<file path="config.mk">
export PLATFORM = sky130hd
export DESIGN_NAME = cic_integrator_bank
export DESIGN_NICKNAME = d
export VERILOG_FILES = /design/src/rtl/cic_pkg.sv /design/src/rtl/cic_integ_stage.sv /design/src/rtl/cic_integrator_bank.sv
export SDC_FILE = /design/constraint.sdc
export NUM_CORES = 2
export LEC_CHECK = 0
export BUFFER_PORTS_ARGS = -buffer_cell sky130_fd_sc_hd__clkbuf_2
export CAP_MARGIN = 20
export CORE_ASPECT_RATIO = 0.8
export CORE_UTILIZATION = 30
export CTS_CLUSTER_SIZE = 16
export DETAILED_ROUTE_END_ITERATION = 10
export PLACE_DENSITY = 0.44
export SLEW_MARGIN = 40
export SYNTH_ARGS = -nofsm -noshare
export SYNTH_HDL_FRONTEND = slang
export SYNTH_HIERARCHICAL = 1
export SYNTH_SLANG_ARGS = --single-unit
</file>
<file path="constraint.sdc">
create_clock -name clk_i -period 9.6 [get_ports clk_i]
set_input_delay 0.48 -clock clk_i [delete_from_list [all_inputs] [get_ports clk_i]]
set_output_delay 0.48 -clock clk_i [all_outputs]
set_load 0.01 [all_outputs]
</file>
<file path="src/rtl/cic_pkg.sv">
// Shared helpers for the CIC integrator bank: port-width derivation and
// the filter-order clamp used to decide which stages integrate.
package cic_pkg;

  // Channel index width; a single channel still needs one index bit.
  function automatic int ch_width(input int num_ch);
    return (num_ch > 1) ? $clog2(num_ch) : 1;
  endfunction

  // Width of the order field, wide enough to hold the value NUM_STAGES.
  function automatic int order_width(input int num_stages);
    return $clog2(num_stages + 1);
  endfunction

  // Orders below 1 run as 1, orders above the built stage count run as
  // the full cascade.
  function automatic int clamp_order(input int order, input int num_stages);
    if (order < 1) return 1;
    if (order > num_stages) return num_stages;
    return order;
  endfunction

endpackage

</file>
<file path="src/rtl/cic_integ_stage.sv">
// One integrator stage: a per-channel accumulator bank plus the pipeline
// register carrying valid, channel and data to the next stage.
module cic_integ_stage #(
  parameter int ACC_WIDTH = 64,
  parameter int NUM_CH    = 4,
  parameter int CH_W      = 2
) (
  input  logic                 clk_i,
  input  logic                 rst_i,
  input  logic                 clr_i,
  input  logic                 adv_i,
  input  logic                 bypass_i,
  input  logic                 valid_i,
  input  logic [CH_W-1:0]      ch_i,
  input  logic [ACC_WIDTH-1:0] data_i,
  output logic                 valid_o,
  output logic [CH_W-1:0]      ch_o,
  output logic [ACC_WIDTH-1:0] data_o
);

  logic [ACC_WIDTH-1:0] acc_q [NUM_CH];
  logic [ACC_WIDTH-1:0] acc_sel;
  logic [ACC_WIDTH-1:0] sum;
  logic [ACC_WIDTH-1:0] data_d;
  logic                 take;

  logic                 valid_q;
  logic [CH_W-1:0]      ch_q;
  logic [ACC_WIDTH-1:0] data_q;

  // Select the accumulator of the incoming channel and form the stage result.
  always_comb begin
    acc_sel = '0;
    for (int c = 0; c < NUM_CH; c++) begin
      if (ch_i == CH_W'(c)) acc_sel = acc_q[c];
    end
    sum    = acc_sel + data_i;
    data_d = bypass_i ? data_i : sum;
    take   = adv_i && valid_i;
  end

  // Accumulators only move when a valid sample passes through an active stage.
  always_ff @(posedge clk_i) begin
    if (rst_i || clr_i) begin
      for (int c = 0; c < NUM_CH; c++) acc_q[c] <= '0;
    end else if (take && !bypass_i) begin
      for (int c = 0; c < NUM_CH; c++) begin
        if (ch_i == CH_W'(c)) acc_q[c] <= sum;
      end
    end
  end

  // Pipeline register; frozen as a whole while the bank is stalled.
  always_ff @(posedge clk_i) begin
    if (rst_i || clr_i) begin
      valid_q <= 1'b0;
      ch_q    <= '0;
      data_q  <= '0;
    end else if (adv_i) begin
      valid_q <= valid_i;
      if (valid_i) begin
        ch_q   <= ch_i;
        data_q <= data_d;
      end
    end
  end

  assign valid_o = valid_q;
  assign ch_o    = ch_q;
  assign data_o  = data_q;

endmodule

</file>
<file path="src/rtl/cic_integrator_bank.sv">
// Multi-channel cascaded integrator bank. Samples of any channel enter one
// per cycle and leave NUM_STAGES cycles later; stages at or beyond the
// active order pass data through so latency never depends on the order.
module cic_integrator_bank
  import cic_pkg::*;
#(
  parameter int IN_WIDTH   = 16,
  parameter int ACC_WIDTH  = 64,
  parameter int NUM_CH     = 4,
  parameter int NUM_STAGES = 5
) (
  input  logic                                 clk_i,
  input  logic                                 rst_i,
  input  logic                                 clr_i,
  input  logic [order_width(NUM_STAGES)-1:0]   cfg_order_i,
  input  logic                                 valid_i,
  output logic                                 ready_o,
  input  logic [ch_width(NUM_CH)-1:0]          ch_i,
  input  logic [IN_WIDTH-1:0]                  data_i,
  output logic                                 valid_o,
  input  logic                                 ready_i,
  output logic [ch_width(NUM_CH)-1:0]          ch_o,
  output logic [ACC_WIDTH-1:0]                 data_o
);

  localparam int CH_W = ch_width(NUM_CH);
  localparam logic [CH_W:0] NUM_CH_L = (CH_W + 1)'(NUM_CH);

  logic                 adv;
  logic                 in_range;
  logic [NUM_STAGES-1:0] bypass;
  int                   order_eff;

  logic                 v_chain  [NUM_STAGES+1];
  logic [CH_W-1:0]      ch_chain [NUM_STAGES+1];
  logic [ACC_WIDTH-1:0] d_chain  [NUM_STAGES+1];

  // Global advance: the pipeline only moves when the output slot can drain.
  always_comb begin
    adv      = !valid_o || ready_i;
    ready_o  = adv && !clr_i && !rst_i;
    in_range = ({1'b0, ch_i} < NUM_CH_L);
  end

  // Stage enables from the clamped order; higher stages become pass-through.
  always_comb begin
    bypass    = '0;
    order_eff = clamp_order(int'(cfg_order_i), NUM_STAGES);
    for (int k = 0; k < NUM_STAGES; k++) begin
      bypass[k] = (k >= order_eff);
    end
  end

  // Out-of-range channels are handshaked but never enter the pipeline.
  assign v_chain[0]  = valid_i && ready_o && in_range;
  assign ch_chain[0] = ch_i;
  assign d_chain[0]  = ACC_WIDTH'($signed(data_i));

  for (genvar k = 0; k < NUM_STAGES; k++) begin : g_stage
    cic_integ_stage #(
      .ACC_WIDTH (ACC_WIDTH),
      .NUM_CH    (NUM_CH),
      .CH_W      (CH_W)
    ) u_stage (
      .clk_i    (clk_i),
      .rst_i    (rst_i),
      .clr_i    (clr_i),
      .adv_i    (adv),
      .bypass_i (bypass[k]),
      .valid_i  (v_chain[k]),
      .ch_i     (ch_chain[k]),
      .data_i   (d_chain[k]),
      .valid_o  (v_chain[k+1]),
      .ch_o     (ch_chain[k+1]),
      .data_o   (d_chain[k+1])
    );
  end

  assign valid_o = v_chain[NUM_STAGES];
  assign ch_o    = ch_chain[NUM_STAGES];
  assign data_o  = d_chain[NUM_STAGES];

endmodule

</file>
==> impl_results.md <==
- H-Tree Level Count: 4
- Synth warn: 6
- Max rail drop VDD: around 0.13 mV
- DR DRC count: 0
- Setup TNS: 0 ns
- Fin. Hold Viols: 0
- Die height: between 400 and 500 um
- Netlist cell types: between 100 and 150
- Crit path required time: just over 10 ns
- Slew @ Worst Pin: around 0.93 ns
- CTS Sinks: approximately 1.6k
- Share of cells above drive strength 1: 0.1256
- Clock root cell: clkbuf_16
- Global-route wire length before repair: around 450 mm
- Hold crit path type: primary input to flip-flop
- Largest net degree at the start of global routing: 110
- Post-DP HPWL: roughly 210 mm
- Design area: 96890 um^2
- Clock latency on the worst-skew pair: 0.88 ns
- Final WL: between 300 and 400 mm
- Critical path class: flip-flop to flip-flop
- Max-cap violations: 0
- Post-Place Worst Slack: 3.991 ns
- Die Wd: 601.9 um
- Minimum clock period after layout: roughly 5.8 ns
- Setup slack after layout: around 3.8 ns
- Area Overhead vs Synth: 12.17%
- TritonCTS Buffers: 179
- CP Capture Type: flip-flop
- Ys flop type: edfxtp_1
- Vias per cell: between 5 and 6
- Antenna violations before repair: 15
- Hold_buf cts: 0
- Final #Nets: between 8k and 9k
- Io pins: 94
- DP Cell Count: ~11k
- Async S/R FF share, synth: 0
- 1st-pass router iterations: 5
- Clock skew: roughly 0.078 ns
- Vias: 64.67k
- Crit start category: flip-flop
- Area post-placement: between 90000 and 100000 um^2
- Final setup fails: 0
- Status: finished, final reports clean
- Worst-path maximum fanout: 40
- Antenna Nets Post-Route: 0
- Cells after Synth: roughly 8k
- Number of global-route vias before repair: slightly above 60k
- Tot GR Track Use: 0.2071
- WL/cell: about 26 um
- Die Area: between 200000 and 300000 um^2
- Sequential share of the synthesized area: 0.5226
- First-iteration detailed-routing DRC count: between 6k and 7k
- Pins Over Slew Limit: 0
- Cell Area, Synth: around 86000 um^2
- Final Cycle Share: 0.6063
- Postcts setup bufs: 0
- Effective utilization at floorplan: 0.3028
- Placer Congestion: roughly 0.94
- Max Clock Freq: 171.8 MHz
- Worst Path Arrival: ~6.4 ns
- CORE AREA: between 200000 and 300000 um^2
- Synth Register Bits: between 1.5k and 2k
- EDFF count, synth: about 1.3k
- Clock Pin Slew Worst Setup and Hold Paths: roughly 0.06 ns
- FP Rows: roughly 180
- Bufs on Longest Clock Path: 4
- Mean post-synth cell area: between 10 and 15 um^2
- RSZ-0062 raised after global routing: no
- Post-Layout Cell Count: 11.77k
- Total power per unit cell area: 166.0 nW/um^2
- GRT Residual Overflow: 0
- Slew margin rel.: 0.3757
- CTS-repair resized insts: 0
- CTS tree: yes
- # port buffers: 93
- Leakage power: around 0.036 uW
- Hold Slack: 0.1971 ns
[state kept, by name (all words and copies together) (netlist names)]
name	count
g_stage.u_stage/valid_o	5
g_stage.u_stage/acc_q	1280
g_stage.u_stage/data_o	320
g_stage.u_stage/ch_o	10
[worst max-delay path, stage by stage (launching register included)]
cell and delay (ns):
dfxtp_4 0.83, buf_4 0.66, mux4_2 0.33, ha_1 0.19
inv_1 0.07, fa_1 0.45, nand2b_1 0.19, a21oi_1 0.34
o21a_1 0.23, o211ai_1 0.28, a311oi_2 0.82, nor2_1 0.27
o21ba_2 0.28, xor2_1 0.44, nor2_1 0.11
[logic make-up after synthesis]
logic type / after synthesis / synth area share
simple gates: 2783 / 0.1369
flops: 1615 / 0.5226
other cells: 1 / 0.00004341
fa+ha+maj: 350 / 0.05113
xor+xnor: 291 / 0.02977
mux: 338 / 0.08555
compound gates: 1944 / 0.1456
buf+inv: 616 / 0.02833
[routing by layer]
metal  GRT usage  share of wire  up-vias
met4     0.03725          0.015        6
met5           0        0.00013        -
met1      0.3293           0.51    33090
met3     0.03885          0.074      280
met2      0.2887           0.40     2087
li1            -              -    29210
[Yosys cell counts (9+ instances only)]
master     number  area [um^2]
nor2b_1        28        175.2
a2111oi_2      14        210.2
xor2_1        120         1051
nand2_1       530         1989
buf_2          32        160.2
nand2b_1       30        187.7
inv_1         102        382.9
o211a_1        48        480.5
a21boi_0       24        180.2
edfxtp_1     1280        38440
and3_1         24        150.1
o21ai_0       512         2562
o211ai_1      142         1066
ha_1          345         4317
nand4_1       110        688.2
mux4_2        320         7207
nand3_1        78        390.4
o21ai_1        41        205.2
buf_1          47        176.4
mux2i_1        16        160.2
nor4_1         27        168.9
or4_1          11        82.58
a2111oi_0       9        78.83
a21o_1        175         1314
a31oi_1        46        287.8
a211o_1        14        122.6
nor3_1        150        750.7
xnor2_1       168         1471
clkbuf_1      415         1558
a21oi_1       578         2893
o41ai_1        12        105.1
o21a_1         50        375.4
or3_1          20        125.1
and4_1         10        87.58
nor2_1       1659         6227
or2_2          22        137.6
o21bai_1       68        510.5
o221ai_1       18        157.7
dfxtp_1       335         6706
o31ai_1        19        142.6
a211oi_1       34        255.2
and2_1         39        244.0
[through the flow]
stage               utilization  power, uW
finish                   0.3396      16080
global route             0.3396      16640
CTS                      0.3390      16250
detailed placement       0.3188       9260
global placement         0.3180       9240
floorplan                     -       8822
[cell type report]
| type | instances | area (um^2) |
|---|---|---|
| multi-input combinational | 5708 | 39190 |
| clock inverter | 59 | 615.6 |
| antenna | 7 | 17.52 |
| sequential | 1615 | 45170 |
| inverter | 102 | 385.4 |
| fill | 28630 | 188400 |
| tap | 3805 | 4761 |
| timing repair buffer | 218 | 1620 |
| clock buffer | 259 | 5129 |
[power breakdown]
part | switching [uW] | total (uW) | internal [uW]
sequential | 76.9 | 7830 | 7760
combinational | 921 | 1290 | 371
clock | 2930 | 6960 | 4030
total | 3930 | 16100 | 12200
[final timing paths]
kind,from,to,slack [ns],cells after the start
hold reg to reg,g_stage[4].u_stage/ch_o[1],g_stage[4].u_stage/ch_o[1],0.46,2
hold / removal,data_i[0],g_stage[0].u_stage/acc_q[1][0],0.20,4
setup / recovery,g_stage[3].u_stage/ch_o[1],g_stage[4].u_stage/acc_q[1][34],3.78,14
setup reg to reg,g_stage[3].u_stage/ch_o[1],g_stage[4].u_stage/acc_q[1][34],3.78,14
[cell usage in the layout (no fill, tap or decap), types with 174 or more instances in the layout]
cell type  instances
a21o_1           174
mux4_2           320
a21oi_1          576
ha_1             345
nand2_1          520
edfxtp_1        1280
dfxtp_1          327
o21ai_0          503
nor2_1          1654
clkbuf_16        186
(Power assumes the default switching activity.)
